--- config.mk ---
export PLATFORM = sky130hd
export DESIGN_NAME = apb_requester
export DESIGN_NICKNAME = d
export VERILOG_FILES = /design/src/rtl/apb_requester.sv
export SDC_FILE = /design/constraint.sdc
export NUM_CORES = 1
export LEC_CHECK = 0
export ABC_AREA = 1
export CAP_MARGIN = 10
export CELL_PAD_IN_SITES_DETAIL_PLACEMENT = 0
export CELL_PAD_IN_SITES_GLOBAL_PLACEMENT = 1
export CORE_UTILIZATION = 35
export CTS_BUF_LIST = sky130_fd_sc_hd__clkbuf_4 sky130_fd_sc_hd__clkbuf_8
export CTS_CLUSTER_SIZE = 24
export DETAILED_ROUTE_END_ITERATION = 6
export DONT_BUFFER_PORTS = 1
export PLACE_DENSITY = 0.7
export SLEW_MARGIN = 5
export SYNTH_ARGS = -nofsm -noshare
export SYNTH_HDL_FRONTEND = slang
export SYNTH_SLANG_ARGS = --single-unit
--- constraint.sdc ---
create_clock -name pclk -period 2.8 [get_ports pclk]
set_input_delay 0.56 -clock pclk [delete_from_list [all_inputs] [get_ports pclk]]
set_output_delay 0.56 -clock pclk [all_outputs]
set_load 0.01 [all_outputs]
--- src/rtl/apb_requester.sv ---
// apb_requester: turns single commands from a valid/ready port into APB
// transfers. Each transfer goes through SETUP and ACCESS. The result is held
// in RESP until it is consumed. A bounded wait counter ends stalled transfers
// with a timeout error.
module apb_requester #(
  parameter int ADDR_WIDTH     = 10,
  parameter int TIMEOUT_CYCLES = 16
) (
  input  logic                  pclk,
  input  logic                  preset,
  // command port
  input  logic                  cmd_valid,
  output logic                  cmd_ready,
  input  logic                  cmd_write,
  input  logic [ADDR_WIDTH-1:0] cmd_addr,
  input  logic [31:0]           cmd_wdata,
  input  logic [3:0]            cmd_strb,
  // response port
  output logic                  rsp_valid,
  input  logic                  rsp_ready,
  output logic [31:0]           rsp_rdata,
  output logic                  rsp_err,
  output logic                  rsp_timeout,
  // APB requester side
  output logic [ADDR_WIDTH-1:0] paddr,
  output logic                  psel,
  output logic                  penable,
  output logic                  pwrite,
  output logic [31:0]           pwdata,
  output logic [3:0]            pstrb,
  input  logic                  pready,
  input  logic [31:0]           prdata,
  input  logic                  pslverr
);

  localparam logic [1:0] IDLE   = 2'd0;
  localparam logic [1:0] SETUP  = 2'd1;
  localparam logic [1:0] ACCESS = 2'd2;
  localparam logic [1:0] RESP   = 2'd3;

  // last wait count allowed before the transfer is abandoned
  localparam logic [7:0] WAIT_LAST = 8'(TIMEOUT_CYCLES - 1);

  logic [1:0]            state_q, state_d;
  logic [7:0]            wait_q, wait_d;
  logic [ADDR_WIDTH-1:0] paddr_q, paddr_d;
  logic                  pwrite_q, pwrite_d;
  logic [31:0]           pwdata_q, pwdata_d;
  logic [3:0]            pstrb_q, pstrb_d;
  logic [31:0]           rdata_q, rdata_d;
  logic                  err_q, err_d;
  logic                  tmo_q, tmo_d;

  // handshake and APB control lines are decoded from the state alone
  always_comb begin
    cmd_ready = (state_q == IDLE);
    psel      = (state_q == SETUP) || (state_q == ACCESS);
    penable   = (state_q == ACCESS);
    rsp_valid = (state_q == RESP);
  end

  assign paddr       = paddr_q;
  assign pwrite      = pwrite_q;
  assign pwdata      = pwdata_q;
  assign pstrb       = pstrb_q;
  assign rsp_rdata   = rdata_q;
  assign rsp_err     = err_q;
  assign rsp_timeout = tmo_q;

  // next-state logic: command capture, APB phase sequencing, completion and timeout
  always_comb begin
    state_d  = state_q;
    wait_d   = wait_q;
    paddr_d  = paddr_q;
    pwrite_d = pwrite_q;
    pwdata_d = pwdata_q;
    pstrb_d  = pstrb_q;
    rdata_d  = rdata_q;
    err_d    = err_q;
    tmo_d    = tmo_q;
    case (state_q)
      IDLE: begin
        if (cmd_valid) begin
          state_d  = SETUP;
          wait_d   = 8'd0;
          paddr_d  = cmd_addr;
          pwrite_d = cmd_write;
          // reads never drive data or strobes onto the bus
          pwdata_d = cmd_write ? cmd_wdata : 32'd0;
          pstrb_d  = cmd_write ? cmd_strb : 4'd0;
        end
      end
      SETUP: begin
        state_d = ACCESS;
      end
      ACCESS: begin
        if (pready) begin
          state_d = RESP;
          rdata_d = pwrite_q ? 32'd0 : prdata;
          err_d   = pslverr;
          tmo_d   = 1'b0;
        end else if (wait_q == WAIT_LAST) begin
          state_d = RESP;
          rdata_d = 32'd0;
          err_d   = 1'b1;
          tmo_d   = 1'b1;
        end else begin
          wait_d = wait_q + 8'd1;
        end
      end
      RESP: begin
        if (rsp_ready) begin
          state_d = IDLE;
        end
      end
      default: begin
        state_d = IDLE;
      end
    endcase
  end

  // state and datapath registers; reset abandons any transfer in flight
  always_ff @(posedge pclk or posedge preset) begin
    if (preset) begin
      state_q  <= IDLE;
      wait_q   <= 8'd0;
      paddr_q  <= '0;
      pwrite_q <= 1'b0;
      pwdata_q <= 32'd0;
      pstrb_q  <= 4'd0;
      rdata_q  <= 32'd0;
      err_q    <= 1'b0;
      tmo_q    <= 1'b0;
    end else begin
      state_q  <= state_d;
      wait_q   <= wait_d;
      paddr_q  <= paddr_d;
      pwrite_q <= pwrite_d;
      pwdata_q <= pwdata_d;
      pstrb_q  <= pstrb_d;
      rdata_q  <= rdata_d;
      err_q    <= err_d;
      tmo_q    <= tmo_d;
    end
  end

endmodule

==> results.toml <==
[outcome]
outcome = "finished clean"

[sta]
worst_slew_pin_slew_ps = 702.3
rsz0062_at_grt = "false"
fin_crit_sh = 0.6920
setup_viol = 0
finalMaxSlewViolations = 0
setup-tns-final_ps = 0
hold_viol_final = 0
fin_crit_ps = 1938
skew_ps = 7.919
clock.fmax_ghz = 0.5161
slew_headroom = 0.5308

[finish]
final_core_util = 0.3855
ff_latch_area_sq_um = 2277
area_delta_synth_final_pct = 7.638
layout.nets = 524
final_area_sq_um = 4179
drive_above_1_share = 0.07517
num_antenna_cells = 0
multi_input_area_sq_um = 1411
nFillCells = 1123

[placement]
dp_hpwl_mm = 6.153
gp_congestion = 0.7591
io_buffers = 0
dpl_cell_area_sq_um = 3966

[routing]
vias_per_cell = 4.876
wl_mm = 8.664
initialDrtViolationCount = 175
dr_total_vias = 2823
route.detailed.drc = 0
drtAntennaViolNets = 0
dr.pass1.iters = 4
wire_per_inst_microns = 14.96

[power]
peakVddDrop_mv = 0.3604
leakage_nw = 2.067
p_per_area_nw_per_um2 = 1093

[grt]
grt_start_max_net_pins = 71
use_met3 = 0.06174
grt_pass1_wl_mm = 13.76
grt-busiest-layer = "met2"
track_usage = 0.1544
grt_pass1_vias = 2809
use_met1 = 0.1829
grt_overflow = 0
antenna_found_initial = 0
grtUsageMet2 = 0.2456

[clock_network]
cts.sinks = 91
cts-resized-gates = 0
clockBufferDepth = 2
clk_pin_slew_ps = 90
post_cts_buffers = 0
htreeDepth = 3
cts_tree = "built"
cts.hold.buffers_added = 0
clk_latency_ps = 350
cts_made_buffers = 9
clockRootBuffer = "clkbuf_8"

[critical_path]
cp.required_ps = 3010
cp_max_fo = 70
cp-start-kind = "flip-flop"
crit_path_end_kind = "flip-flop"
worstPathArrival_ps = 2150
rr_worst_depth = 5
critPathKind = "flip-flop to flip-flop"

[die]
die_area_sq_um = 11520
initial_core_util = 0.3581
die_w_microns = 107.3
die_h_microns = 107.3
std_cell_rows = 38
core_area_sq_um = 10840
ioPinCount = 170

[run]
cap_violations = 0

[synth]
syn-cell-area_sq_um = 3882
ys_types = 23
syn-num-nets = 533
ys_ff_latch = 91
yosysWarnings = 0
syn_avg_cell_area_sq_um = 8.744
syn_inst = 444
synth_seq_area_share = 0.5865

[worst_hold_path]
hp-class = "primary input to asynchronous set/reset pin"
## power breakdown
group	switching (mW)	leakage (nW)	internal, mW
Clock	0.464	0.102	0.499
Combinational	0.736	0.781	0.368
Sequential	0.651	1.18	1.85
## flip-flops by register name, summed over array words and instances, names as in the netlist
name	flops
pwrite	1
pwdata	32
rsp_rdata	32
state_q	2
pstrb	4
rsp_err	1
paddr	10
wait_q	8
rsp_timeout	1
## stage by stage
stage | cells | hold slack (ps) | power, mW | setup WS [ps]
2_1_floorplan | 444 | 469.3 | 3.384 | 1176
3_3_place_gp | 564 | 489.7 | 3.610 | 898.9
3_5_place_dp | 564 | 500.5 | 3.663 | 832.6
4_1_cts | 579 | 170.7 | 4.647 | 844.7
5_1_grt | 579 | 204.3 | 4.936 | 645.7
6_report | 579 | 168.0 | 4.569 | 862.4
## cell type report
| class | instances | area share |
|---|---|---|
| Clock inverter | 6 | 0.02126 |
| Tap cell | 140 | 0.04192 |
| Inverter | 13 | 0.01257 |
| Timing Repair Buffer | 5 | 0.01198 |
| Multi-Input combinational cell | 315 | 0.3377 |
| Clock buffer | 9 | 0.02964 |
| Sequential cell | 91 | 0.5449 |
## worst max-delay path, cell delays in order, from the launching register on
cell and delay (ps):
dfrtp_1 410, inv_1 60, ha_1 270, nand2_2 300, buf_4 530, o21ai_0 190
## cells by family (layout without fill, tap and decap cells)
family / Yosys count / in the layout / share of synthesized area
DFF: 91 / 91 / 0.5865
AOI/OAI and AO/OA: 52 / 52 / 0.06961
and+or+nand+nor: 259 / 259 / 0.2797
adders and majority gates: 4 / 4 / 0.01289
buffers and inverters: 38 / 33 / 0.05124
## routing by layer
layer  vias to the layer above  part of all wire
met3                        11              0.11
met5                         -                 0
li1                       1390                 -
met1                      1300              0.42
met4                         0             0.015
met2                       122              0.46
## Yosys cell counts
cell type    n  area, sq um
dfrtp_1     91         2277
o22ai_1      1        6.260
nand2_2      4        25.02
inv_1       13        48.80
nand2_4      1        11.26
nand3_1     41        205.2
ha_1         4        50.05
buf_6        5        56.30
o21ai_0     39        195.2
o21bai_1     2        15.01
buf_1        6        22.52
nand4_4      1        21.27
a21oi_1      2        10.01
nand2_1    196        735.7
o21ai_2      1        8.760
nor2_4       1        11.26
buf_2        7        35.03
nand3_2      1        10.01
clkbuf_8     1        13.76
clkbuf_1     6        22.52
nor2_1      13        48.80
o21ai_1      7        35.03
nand3_4      1        17.52
## worst paths after layout
kind	start	endpoint	slack (ps)
setup reg to reg	state_q[1]	pwdata[29]	860
hold / removal	preset	paddr[9]	170
max in group asynchronous	preset	rsp_rdata[15]	1820
setup / recovery	state_q[1]	pwdata[29]	860
min in group pclk	cmd_addr[9]	paddr[9]	310
hold reg to reg	state_q[0]	state_q[0]	510
## cells in the final DEF (no fill, tap or decap), types with 2 or more instances in the layout
master,count
nand2_1,195
dfrtp_1,91
nand3_1,41
o21ai_0,39
inv_1,12
nor2_1,12
clkbuf_8,9
o21ai_1,7
nand2_2,5
ha_1,4
buf_4,4
clkinvlp_4,3
a21oi_1,2
o21bai_1,2
bufinv_16,2
Power figures use the tool's default switching activity.
==> RTL edit: new RTL, same settings <==
Take the reset off `paddr_q` and load it in a clocked block of its own.
--- a/src/rtl/apb_requester.sv
+++ b/src/rtl/apb_requester.sv
@@ -124,7 +124,6 @@
     if (preset) begin
       state_q  <= IDLE;
       wait_q   <= 8'd0;
-      paddr_q  <= '0;
       pwrite_q <= 1'b0;
       pwdata_q <= 32'd0;
       pstrb_q  <= 4'd0;
@@ -134,7 +133,6 @@
     end else begin
       state_q  <= state_d;
       wait_q   <= wait_d;
-      paddr_q  <= paddr_d;
       pwrite_q <= pwrite_d;
       pwdata_q <= pwdata_d;
       pstrb_q  <= pstrb_d;
@@ -144,5 +142,9 @@
     end
   end
 
+  always_ff @(posedge pclk) begin
+    paddr_q <= paddr_d;
+  end
+
 endmodule
 
Behaviour: not the same (Yosys sat finds a counterexample within 4 cycles, from zero or initial values and one cycle with preset high).
==> RTL edit against the unedited design <==
Routed wire length decreased by 3.6%. Power decreased by 3.3%. Sequential cell count unchanged. Setup slack got worse by 0.060 ns. Synthesized area increased by 0.90%. Largest power group unchanged. Fmax decreased by 3.0%. Clock skew decreased by 0.0013 ns. Final area increased by 0.30%.
==> RTL edit: results (changes against the unedited design) <==
| Metric | Value |
|---|---|
| Status | finished clean |
| Yosys cell types | 26 (+13%) |
| Setup Skew | 0.00664 ns (-0.00128 ns) |
| Met1 Use GR | 17.1% (-1.2 points) |
| Fill count | 1104 (-1.7%) |
| Wirelength per Cell | 15.1 µm (+1.2%) |
| M1 WL | 3350 µm (-6.8%) |
| Crit path DAT | 1.44 ns (-0.71 ns) |
| Internal power | 0.00264 W (-3.1%) |
| Leading post-synthesis cells by cell area | dfrtp_1 52%, nand2_1 16%, edfxtp_1 7.7% |
| Grt met2 use | 22.4% (-2.2 points) |
| Final net count | 496 (-5.3%) |
| Largest net degree at the start of global routing | 74 (+4.2%) |
| Via count | 2696 (-4.5%) |
| Final wirelength | 8360 µm (-3.6%) |
| Register area share after synthesis | 59.4% (+0.75 points) |
| Maximum vdd ir drop | 380 µV (+5.3%) |
| Mapped Avg Cell Area | 9.46 µm² (+8.2%) |
| Async set or reset register ratio after synthesis | 89.0% (-11 points) |
| Number of flops mapped to enable cells by yosys | 10 (+10) |
| Max stage delay cell, worst path | dfrtp_1 |
| M3 GR Usage | 6.96% (+0.79 points) |
| Relative slew margins | 55.6% (+2.5 points) |
| P_leak | 1.97 nW (-4.6%) |
| Routed wl met2 | 3750 µm (-6.7%) |
| Most frequent cells after synthesis | 165 x nand2_1, 81 x dfrtp_1, 39 x o21ai_0 |
| Dpl hpwl | 5930 µm (-3.6%) |
| Placed cells | 536 (-5.0%) |
| Largest delay share family, worst path | flip-flops |
| Global-route wire length before repair | 12800 µm (-6.7%) |
| Clk Latency, worst-skew pair | roughly 0.36 ns |
| Share of cells above drive strength 1 | 12.9% (+5.3 points) |
| Combinational power | roughly 0.0011 W |
| Number of global-route vias before repair | 2561 (-8.8%) |
| NetSw | 0.00178 W (-3.6%) |
| Slowest stage delay, CP | 0.40 ns (-0.13 ns) |
## RTL edit: cell types whose count changed in the layout (fill, tap and decap cells not counted), moves of 2 or more
cell	delta
nand3_2	+9
clkbuf_4	+2
dfrtp_1	-10
nand3_1	-11
edfxtp_1	+10
nand2_1	-31
o21ai_2	+8
nor2_2	+2
o21ai_1	-5
## RTL edit: kinds of logic (layout without fill, tap and decap cells)
group	Yosys count	in the layout	share of synthesized area, %
simple gates	228	228	26.1
buf+inv	37	35	5.37
flops	91	91	59.4
fa+ha+maj	4	4	1.28
compound gates	54	54	7.86
## RTL edit: cell type report
class                      instances  area [µm²]  share of cell area (%)
clock buffer                      11         139                    3.31
clock inverter                     5        61.3                    1.46
tap                              140         175                    4.18
inverter                          14        53.8                    1.28
timing repair buffer               5        50.0                    1.19
sequential                        91        2330                    55.5
multi-input combinational        286        1390                    33.0
## RTL edit: metrics by stage
| stage | worst slack [ns] | util [%] | instance area, µm² | hold WS, ns |
|---|---|---|---|---|
| after global placement | 1.05 | 36.7 | 3990 | 0.508 |
| after CTS | 0.754 | 38.5 | 4190 | 0.147 |
| after detailed placement | 1.00 | 36.7 | 3990 | 0.526 |
| after global routing | 0.677 | 38.5 | 4190 | 0.173 |
| final | 0.802 | 38.5 | 4190 | 0.141 |
| after floorplan | 0.160 | - | 3920 | 0.487 |
## RTL edit: path summary, 6_finish.rpt
path                                  start           end  slack (ns)  cells after the start
worst max-delay path             state_q[0]       penable        0.80                      3
worst min-delay path                 preset     pwdata[5]        0.14                      1
worst max register to register   state_q[0]     pwdata[2]        1.03                      5
worst min register to register   state_q[1]    state_q[1]        0.54                      2
max in group asynchronous            preset  rsp_rdata[9]        1.98                      2
min in group pclk               cmd_addr[1]      paddr[1]        0.29                      0
